## config.mk

```make
export PLATFORM = sky130hd
export DESIGN_NAME = mips_prog_harness
export DESIGN_NICKNAME = d
export VERILOG_FILES = /design/src/rtl/mips_prog_harness.sv
export SDC_FILE = /design/constraint.sdc
export NUM_CORES = 1
export LEC_CHECK = 0
export BUFFER_PORTS_ARGS = -buffer_cell sky130_fd_sc_hd__buf_4
export CORE_UTILIZATION = 45
export DETAILED_ROUTE_END_ITERATION = 8
export GPL_TIMING_DRIVEN = 1
export HOLD_SLACK_MARGIN = 0.05
export PLACE_DENSITY_LB_ADDON = 0.3
export SYNTH_ARGS = -nofsm -noshare
export SYNTH_HDL_FRONTEND = slang
export SYNTH_SLANG_ARGS = --single-unit
```

## constraint.sdc

```tcl
create_clock -name clk1 -period 2.45 [get_ports clk1]
set_input_delay 0.1225 -clock clk1 [delete_from_list [all_inputs] [get_ports clk1]]
set_output_delay 0.1225 -clock clk1 [all_outputs]
set_load 0.1 [all_outputs]
```

## src/rtl/mips_prog_harness.sv

```systemverilog
// mips_prog_harness: load/run/check sequencer for a MIPS core under test.
//
// Sequence: IDLE -> CLEAR -> LOAD -> RUN -> READ -> CHECK -> IDLE.
//   IDLE  : wait for start; latch the result address and the golden value
//   CLEAR : zero every memory word, one word per cycle
//   LOAD  : accept image words (valid/ready) and write them straight through
//   RUN   : release cpu_rst and count cycles until halt or TIMEOUT
//   READ  : present chk_addr to the memory
//   CHECK : compare the returned word with the golden value, pulse done
//
// Build option: define MIPS_HARNESS_CLEAR_EN to include the CLEAR state and its
// address counter. Without it, start goes straight to LOAD and words that are
// not part of the image keep whatever they held before.
//
// Ports
//   clk1, reset                 sole clock, synchronous active-high reset
//   start                       begin a sequence (only honoured in IDLE)
//   load_valid/ready/addr/data/last   image stream, load_last marks the final word
//   chk_addr, chk_expected      result word address and golden value
//   mem_we/addr/wdata, mem_rdata      single-port memory, read data one cycle late
//   cpu_rst, cpu_halted         processor reset control and halt flag
//   busy, done, pass, timed_out, cycles   status; done is a one-cycle pulse
module mips_prog_harness #(
  parameter int DATA_W  = 32,
  parameter int ADDR_W  = 10,
  parameter int CNT_W   = 16,
  parameter int TIMEOUT = 2000
) (
  input  logic              clk1,
  input  logic              reset,
  input  logic              start,
  input  logic              load_valid,
  output logic              load_ready,
  input  logic [ADDR_W-1:0] load_addr,
  input  logic [DATA_W-1:0] load_data,
  input  logic              load_last,
  input  logic [ADDR_W-1:0] chk_addr,
  input  logic [DATA_W-1:0] chk_expected,
  output logic              mem_we,
  output logic [ADDR_W-1:0] mem_addr,
  output logic [DATA_W-1:0] mem_wdata,
  input  logic [DATA_W-1:0] mem_rdata,
  output logic              cpu_rst,
  input  logic              cpu_halted,
  output logic              busy,
  output logic              done,
  output logic              pass,
  output logic              timed_out,
  output logic [CNT_W-1:0]  cycles
);

  typedef enum logic [2:0] {
    S_IDLE,
`ifdef MIPS_HARNESS_CLEAR_EN
    S_CLEAR,
`endif
    S_LOAD,
    S_RUN,
    S_READ,
    S_CHECK
  } state_e;

  localparam logic [CNT_W-1:0] TIMEOUT_C = CNT_W'(TIMEOUT);

  state_e            state_q, state_d;
  logic [ADDR_W-1:0] chk_addr_q, chk_addr_d;
  logic [DATA_W-1:0] chk_exp_q, chk_exp_d;
  logic              pass_q, pass_d;
  logic              timed_out_q, timed_out_d;
  logic              done_q, done_d;
  logic [CNT_W-1:0]  cycles_q, cycles_d;
  logic [CNT_W-1:0]  cycles_inc;
`ifdef MIPS_HARNESS_CLEAR_EN
  logic [ADDR_W-1:0] clr_cnt_q, clr_cnt_d;
`endif

  // Saturating increment: the counter sticks at all-ones instead of wrapping.
  assign cycles_inc = (&cycles_q) ? cycles_q : cycles_q + 1'b1;

  always_comb begin
    state_d     = state_q;
    chk_addr_d  = chk_addr_q;
    chk_exp_d   = chk_exp_q;
    pass_d      = pass_q;
    timed_out_d = timed_out_q;
    cycles_d    = cycles_q;
    done_d      = 1'b0;
`ifdef MIPS_HARNESS_CLEAR_EN
    clr_cnt_d   = clr_cnt_q;
`endif
    load_ready  = 1'b0;
    mem_we      = 1'b0;
    mem_addr    = '0;
    mem_wdata   = '0;

    case (state_q)
      S_IDLE: begin
        if (start) begin
          chk_addr_d  = chk_addr;
          chk_exp_d   = chk_expected;
          pass_d      = 1'b0;
          timed_out_d = 1'b0;
          cycles_d    = '0;
`ifdef MIPS_HARNESS_CLEAR_EN
          clr_cnt_d   = '0;
          state_d     = S_CLEAR;
`else
          state_d     = S_LOAD;
`endif
        end
      end
`ifdef MIPS_HARNESS_CLEAR_EN
      S_CLEAR: begin
        mem_we    = 1'b1;
        mem_addr  = clr_cnt_q;
        clr_cnt_d = clr_cnt_q + 1'b1;
        if (&clr_cnt_q) state_d = S_LOAD;
      end
`endif
      S_LOAD: begin
        load_ready = 1'b1;
        if (load_valid) begin
          mem_we    = 1'b1;
          mem_addr  = load_addr;
          mem_wdata = load_data;
          if (load_last) state_d = S_RUN;
        end
      end
      S_RUN: begin
        // A halt seen in the same cycle the count would hit TIMEOUT wins.
        if (cpu_halted) begin
          state_d = S_READ;
        end else begin
          cycles_d = cycles_inc;
          if (cycles_inc == TIMEOUT_C) begin
            timed_out_d = 1'b1;
            pass_d      = 1'b0;
            done_d      = 1'b1;
            state_d     = S_IDLE;
          end
        end
      end
      S_READ: begin
        mem_addr = chk_addr_q;
        state_d  = S_CHECK;
      end
      S_CHECK: begin
        mem_addr = chk_addr_q;
        pass_d   = (mem_rdata == chk_exp_q);
        done_d   = 1'b1;
        state_d  = S_IDLE;
      end
      default: state_d = S_IDLE;
    endcase
  end

  always_ff @(posedge clk1) begin
    if (reset) begin
      state_q     <= S_IDLE;
      chk_addr_q  <= '0;
      chk_exp_q   <= '0;
      pass_q      <= 1'b0;
      timed_out_q <= 1'b0;
      done_q      <= 1'b0;
      cycles_q    <= '0;
`ifdef MIPS_HARNESS_CLEAR_EN
      clr_cnt_q   <= '0;
`endif
    end else begin
      state_q     <= state_d;
      chk_addr_q  <= chk_addr_d;
      chk_exp_q   <= chk_exp_d;
      pass_q      <= pass_d;
      timed_out_q <= timed_out_d;
      done_q      <= done_d;
      cycles_q    <= cycles_d;
`ifdef MIPS_HARNESS_CLEAR_EN
      clr_cnt_q   <= clr_cnt_d;
`endif
    end
  end

  // done is registered so it lines up with the updated pass/timed_out.
  assign cpu_rst   = (state_q != S_RUN);
  assign busy      = (state_q != S_IDLE);
  assign done      = done_q;
  assign pass      = pass_q;
  assign timed_out = timed_out_q;
  assign cycles    = cycles_q;

endmodule

```

-- Yosys cells after proc, flatten, opt, wreduce, memory -nomap -nowiden
Index checks and enable logic that the tools add are counted.
- output and inout bits: 65
- input port bits: 122
- word-level logic and storage cells: 59
- bits in registers: 64
- equal/unequal tests: 13
- reductions and logical operators: 11
- add/subtract/negate cells: 1
- multiplexer cells: 27
- operators by type and width (cell ; count):
    $mux 32 ; 2
    $mux 16 ; 3
    $eq 32x32->1 ; 1
    $pmux 16 s2 ; 1
    $pmux 10 s2 ; 1
    $add 16x1->16 const B ; 1
    $eq 16x11->1 const B ; 1
    $reduce_and 16->1 ; 1
    $mux 3 ; 5
    $pmux 3 s4 ; 1
    $reduce_and 4->1 ; 3
    $mux 1 ; 10
    $mux 10 ; 1
    $ne 2x2->1 const B ; 5
    $eq 3x2->1 const B ; 2
    $reduce_bool 3->1 ; 2
    $pmux 1 s2 ; 2
    $eq 3x1->1 const B ; 1
    $eq 3x3->1 const B ; 1
    $logic_not 3->1 ; 1
    $ne 3x2->1 const B ; 1
    $ne 3x3->1 const B ; 1
    $pmux 1 s3 ; 1
    $reduce_and 3->1 ; 1
    other kinds (3) ; 3

-- Longest topological paths before layout
- depth after elaboration: 6
- mapped depth: 8
- depth with buffers taken out: 7

-- Worst setup path before layout
No wires, ideal clock.
- path type: reg-to-reg
- start point: register cycles_q[0], in the netlist cycles[0]
- end point: register state_q[1]
- stages on the path, launching flop included: 8
- data arrival time: 2.948 ns
- library setup time: 0.117 ns
- data required time: 2.333 ns
- setup slack: -0.616 ns
- clock period less this slack: 3.066 ns
- path through: dfxtp_1 -> ha_1 -> nand4_4 -> or2_1 -> or3_4 -> a2111oi_4 -> nand2_1 -> a32o_1
- cells in the longest elaborated chain, start to end: 5
- elaborated cells on any way between the ends: 6
- classes of those cells: add/sub: 1; eq/ne: 2; mux: 1; reduce/logical: 2
- RTL lines (what ; RTL line ; source):
    start: declaration ; 71 ; logic [CNT_W-1:0] cycles_q, cycles_d;
    start signal: assignment ; 176 ; cycles_q <= cycles_d;
    $add 16x1->16 or $reduce_and 16->1 (tied branches) ; 78 ; assign cycles_inc = (&cycles_q) ? cycles_q : cycles_q + 1'b1;
    $mux 16 * ; 78 ;
    $eq 16x11->1 * ; 135 ; if (cycles_inc == TIMEOUT_C) begin
    $ne 3x3->1 (no source line) * ; - ;
    $reduce_and 4->1 (no source line) * ; - ;
    end signal: assignment ; 170 ; state_q <= state_d;
    end: declaration ; 65 ; state_e state_q, state_d;
Every way passes the cells marked *; elsewhere a longest branch is shown, timed or not.
A chain may end at the register's enable or synchronous reset.

-- Worst setup path after layout
Ends and elaborated chain as after synthesis.

==> impl_metrics.prom <==
# TYPE chip_impl_metric gauge
chip_impl_metric{name="area_enclosed_by_the_die_boundary",unit="mm²"} 0.00802
chip_impl_metric{name="routed_via_density",unit=""} 5.30
chip_impl_metric{name="required_arrival_time_at_the_worst_endpoint",unit="ps"} 2670
chip_impl_info{name="worst_setup_path_startpoint",value="cycles[0]"} 1
chip_impl_metric{name="worst_pin_slew",unit="ps"} 718
chip_impl_metric{name="power_density",unit="mW/mm²"} 527
chip_impl_metric{name="globalplace.congestion",unit=""} 0.896
chip_impl_metric{name="final_area",unit="mm²"} 0.00556
chip_impl_metric{name="clk-insertion-delay-late",unit="ps"} 340
chip_impl_metric{name="groute.usage.overall",unit=""} 0.288
chip_impl_metric{name="initial_utilization",unit=""} 0.471
chip_impl_metric{name="drc_violations_left",unit=""} 0
chip_impl_metric{name="postPlaceCellArea",unit="mm²"} 0.00495
chip_impl_metric{name="global_route_wire_length_before_repair",unit="mm"} 17.5
chip_impl_metric{name="multi_input_area",unit="mm²"} 0.00205
chip_impl_metric{name="grt_pass1_vias",unit=""} 3841
chip_impl_metric{name="number_of_enable_flip_flop_cells_after_synthesis",unit=""} 0
chip_impl_info{name="timing.critical_path.max_delay_family",value="simple AND/OR/NAND/NOR gates"} 1
chip_impl_metric{name="register_area",unit="mm²"} 0.00130
chip_impl_metric{name="combinationalPowerShare",unit=""} 0.268
chip_impl_metric{name="totalWireLength",unit="mm"} 11.8
chip_impl_info{name="setup.worst_path.class",value="flip-flop to flip-flop"} 1
chip_impl_metric{name="final_worst_path_period_share",unit=""} 0.920
chip_impl_metric{name="postCtsResizedCells",unit=""} 0
chip_impl_metric{name="synth_cells",unit=""} 450
chip_impl_info{name="unrepaired_setup_endpoints_after_global_routing",value="false"} 1
chip_impl_metric{name="detailedPlace.worstSlack",unit="ps"} 215
chip_impl_metric{name="ant_nets",unit=""} 0
chip_impl_metric{name="hold_violations",unit=""} 0
chip_impl_metric{name="cts-htree-levels",unit=""} 3
chip_impl_info{name="critPathCaptureType",value="flip-flop"} 1
chip_impl_metric{name="global_route.overflow_total",unit=""} 0
chip_impl_metric{name="fmax",unit="MHz"} 444
chip_impl_metric{name="core.rowCount",unit=""} 31
chip_impl_metric{name="static-leakage-power",unit="nW"} 2.52
chip_impl_metric{name="clock_power_share",unit=""} 0.348
chip_impl_metric{name="fin_nets",unit=""} 787
chip_impl_metric{name="headroom_to_the_max_slew_limit",unit=""} 0.518
chip_impl_metric{name="antennaDiodeCount",unit=""} 0
chip_impl_metric{name="instances_no_fill",unit=""} 768
chip_impl_metric{name="dpl.hpwl",unit="mm"} 7.99
chip_impl_metric{name="setup_ws",unit="ps"} 195
chip_impl_info{name="post_synth_top_flop",value="sky130_fd_sc_hd__dfxtp_1"} 1
chip_impl_metric{name="crit_arrival",unit="ps"} 2480
chip_impl_metric{name="setup_violations",unit=""} 0
chip_impl_metric{name="synth.cell_area",unit="mm²"} 0.00345
chip_impl_metric{name="final_layout_size_suffix_gt1_frac",unit=""} 0.359
chip_impl_info{name="slowest_stage",value="sky130_fd_sc_hd__dfxtp_4"} 1
chip_impl_metric{name="total_switching_power",unit="W"} 0.000921
chip_impl_metric{name="postSynthNetCount",unit=""} 573
chip_impl_metric{name="dr_total_vias",unit=""} 4070
chip_impl_metric{name="fillerInstances",unit=""} 514
chip_impl_metric{name="post_synthesis_sequential_area_ratio",unit=""} 0.371
chip_impl_metric{name="cts-root-to-sink-buffers",unit=""} 2
chip_impl_metric{name="die_x",unit="µm"} 89.6
chip_impl_metric{name="power.switching_fraction",unit=""} 0.315
chip_impl_metric{name="synth-warning-count",unit=""} 0
chip_impl_metric{name="drt_pass1_iterations",unit=""} 5
chip_impl_info{name="holdCritPathClass",value="primary input to flip-flop"} 1
chip_impl_metric{name="critical-path-max-stage-delay",unit="ps"} 380
chip_impl_metric{name="detail_route.wl_per_cell",unit="µm"} 15.3
chip_impl_info{name="run_status",value="finished clean"} 1
chip_impl_metric{name="worst_ir_drop_vdd",unit="µV"} 357
chip_impl_metric{name="clock_skew",unit="ps"} 16.1
chip_impl_metric{name="tritoncts.num_buffers",unit=""} 9
chip_impl_metric{name="grt_start_max_net_pins",unit=""} 61
chip_impl_info{name="cts_tree",value="built"} 1
chip_impl_metric{name="min_hold_slack",unit="ps"} 52.5
chip_impl_info{name="startpoint_type",value="flip-flop"} 1
chip_impl_metric{name="synth_cell_types",unit=""} 46
chip_impl_metric{name="combined_buffer_and_inverter_count_along_the_critical_path",unit=""} 0
chip_impl_metric{name="finalCoreUtilization",unit=""} 0.758
chip_impl_metric{name="finalMaxSlewViolations",unit=""} 0
chip_impl_info{name="layout_commonest_cell",value="sky130_fd_sc_hd__buf_4"} 1
chip_impl_metric{name="synth_async_sr_flop_share",unit=""} 0
chip_impl_info{name="timing.hold.worst.start",value="chk_addr[5]"} 1
chip_impl_metric{name="place.detailed.instances",unit=""} 714
chip_impl_metric{name="ioPinCount",unit=""} 187
chip_impl_metric{name="initial_antenna_violation_count",unit=""} 0
chip_impl_metric{name="post_synth.cell_area_avg",unit="µm²"} 7.67
chip_impl_metric{name="maxCapViolations",unit=""} 0
chip_impl_metric{name="placement.io_buffers",unit=""} 186
chip_impl_metric{name="final.min_clock_period",unit="ps"} 2250
chip_impl_metric{name="areaGrowthSynthToFinish",unit="%"} 61.1
chip_impl_info{name="clock-root-buffer",value="sky130_fd_sc_hd__clkbuf_8"} 1
chip_impl_info{name="crit_path_cell_trace",value="ha_1 -> nand4_4 -> or2_1 -> or3_4 -> a2111oi_4 -> nand2_1 -> a32o_1"} 1
chip_impl_metric{name="clk_transition_reported_paths",unit="ps"} 80
chip_impl_info{name="layout.cells.most_common_list",value="sky130_fd_sc_hd__buf_4, sky130_fd_sc_hd__nand2_1, sky130_fd_sc_hd__dfxtp_1, sky130_fd_sc_hd__a21oi_1, sky130_fd_sc_hd__dlygate4sd3_1"} 1
chip_impl_metric{name="pwr-share-seq",unit=""} 0.384
chip_impl_metric{name="cell_internal_pwr",unit="W"} 0.00201
chip_impl_metric{name="synth-seq-cells",unit=""} 64
chip_impl_metric{name="tritoncts_num_sinks",unit=""} 64
chip_impl_metric{name="critical_path.max_fanout",unit=""} 6
chip_impl_metric{name="placeableCoreArea",unit="mm²"} 0.00733
chip_impl_metric{name="die-height",unit="µm"} 89.6
chip_impl_info{name="regToRegStartpoint",value="cycles[0]"} 1
chip_impl_metric{name="drt_iter0_drcs",unit=""} 270
==> sequential cells by signal, summed over array words and instances (netlist names) <==
signal,cells
chk_exp_q,32
cycles,16
chk_addr_q,10
state_q,3
done,1
pass,1
timed_out,1
==> tightest hold or removal path: stages <==
cell                      delay [ps]
sky130_fd_sc_hd__buf_4           110
sky130_fd_sc_hd__nand2_1          40
sky130_fd_sc_hd__a21oi_1          50
==> path summary, 6_finish.rpt <==
kind | end | slack, ps | cells after the start
worst max-delay path | state_q[1] | 200 | 7
worst min-delay path | chk_addr_q[5] | 50 | 3
worst max register to register | state_q[1] | 200 | 7
worst min register to register | chk_addr_q[4] | 460 | 2
==> area by class of cell <==
cell class,instances,share of cell area
multi-input combinational,353,0.369
timing repair buffer,233,0.332
clock buffer,12,0.0261
sequential,64,0.235
inverter,3,0.00203
clock inverter,4,0.0140
tap,99,0.0223
==> Yosys cell counts (2+ instances only) <==
cell / count / area share
sky130_fd_sc_hd__nand2_1: 106 / 0.12
sky130_fd_sc_hd__dfxtp_1: 64 / 0.37
sky130_fd_sc_hd__a21oi_1: 50 / 0.073
sky130_fd_sc_hd__and3_1: 37 / 0.067
sky130_fd_sc_hd__xnor2_1: 28 / 0.071
sky130_fd_sc_hd__clkbuf_1: 26 / 0.028
sky130_fd_sc_hd__nor2_1: 23 / 0.025
sky130_fd_sc_hd__nand4_1: 12 / 0.022
sky130_fd_sc_hd__a22o_1: 10 / 0.025
sky130_fd_sc_hd__o21ai_0: 10 / 0.015
sky130_fd_sc_hd__nor3_1: 8 / 0.012
sky130_fd_sc_hd__nand3_1: 7 / 0.010
sky130_fd_sc_hd__xor2_1: 5 / 0.013
sky130_fd_sc_hd__a22oi_1: 4 / 0.0087
sky130_fd_sc_hd__and2_1: 4 / 0.0073
sky130_fd_sc_hd__mux2_2: 4 / 0.013
sky130_fd_sc_hd__nand2b_1: 4 / 0.0073
sky130_fd_sc_hd__nand3b_1: 4 / 0.0087
sky130_fd_sc_hd__a311oi_1: 3 / 0.0076
sky130_fd_sc_hd__a31oi_1: 3 / 0.0054
sky130_fd_sc_hd__buf_2: 3 / 0.0044
sky130_fd_sc_hd__inv_1: 3 / 0.0033
sky130_fd_sc_hd__mux2i_1: 3 / 0.0087
sky130_fd_sc_hd__or4_1: 3 / 0.0065
sky130_fd_sc_hd__a21o_1: 2 / 0.0044
sky130_fd_sc_hd__a41oi_1: 2 / 0.0051
sky130_fd_sc_hd__nor4_1: 2 / 0.0036
sky130_fd_sc_hd__o21a_1: 2 / 0.0044
==> cells by family (layout without fill, tap and decap cells) <==
logic type / Yosys count / count (layout) / synth area share
adders and majority gates: 1 / 1 / 0.00363
DFF: 64 / 64 / 0.371
and+or+nand+nor: 218 / 218 / 0.307
xor gates and xnor gates: 33 / 33 / 0.0838
buffers and inverters: 33 / 252 / 0.0374
muxes: 7 / 7 / 0.0218
AOI/OAI and AO/OA: 94 / 94 / 0.175
==> metal layers <==
metal / up-vias / track usage / part of all wire
met1: 1890 / 0.319 / 0.39
met5: - / 0 / 0
met3: 22 / 0.0591 / 0.059
li1: 1993 / - / -
met2: 165 / 0.543 / 0.53
met4: 0 / 0.0924 / 0.020
==> per-stage QoR <==
step / setup TNS (ps) / total power (W)
CTS: 0 / 0.00292
global placement: 0 / 0.00186
detailed placement: 0 / 0.00187
finish: 0 / 0.00293
global route: 0 / 0.00304
floorplan: -45.2 / 0.00161
==> what timing repair did <==
action                                 CTS  global route
endpoints found under the hold margin   38             0
hold buffers                            38             0
setup buffers                            0             0
==> power groups by stage <==
stage	logic [W]	clock network [W]	registers, W
after detailed placement	0.000722	0	0.00115
after global placement	0.000713	0	0.00114
after floorplan	0.000468	0	0.00114
after global routing	0.000832	0.00108	0.00113
after CTS	0.000774	0.00103	0.00112
final	0.000784	0.00102	0.00112
Note: power is estimated with default switching activity, not from simulation.
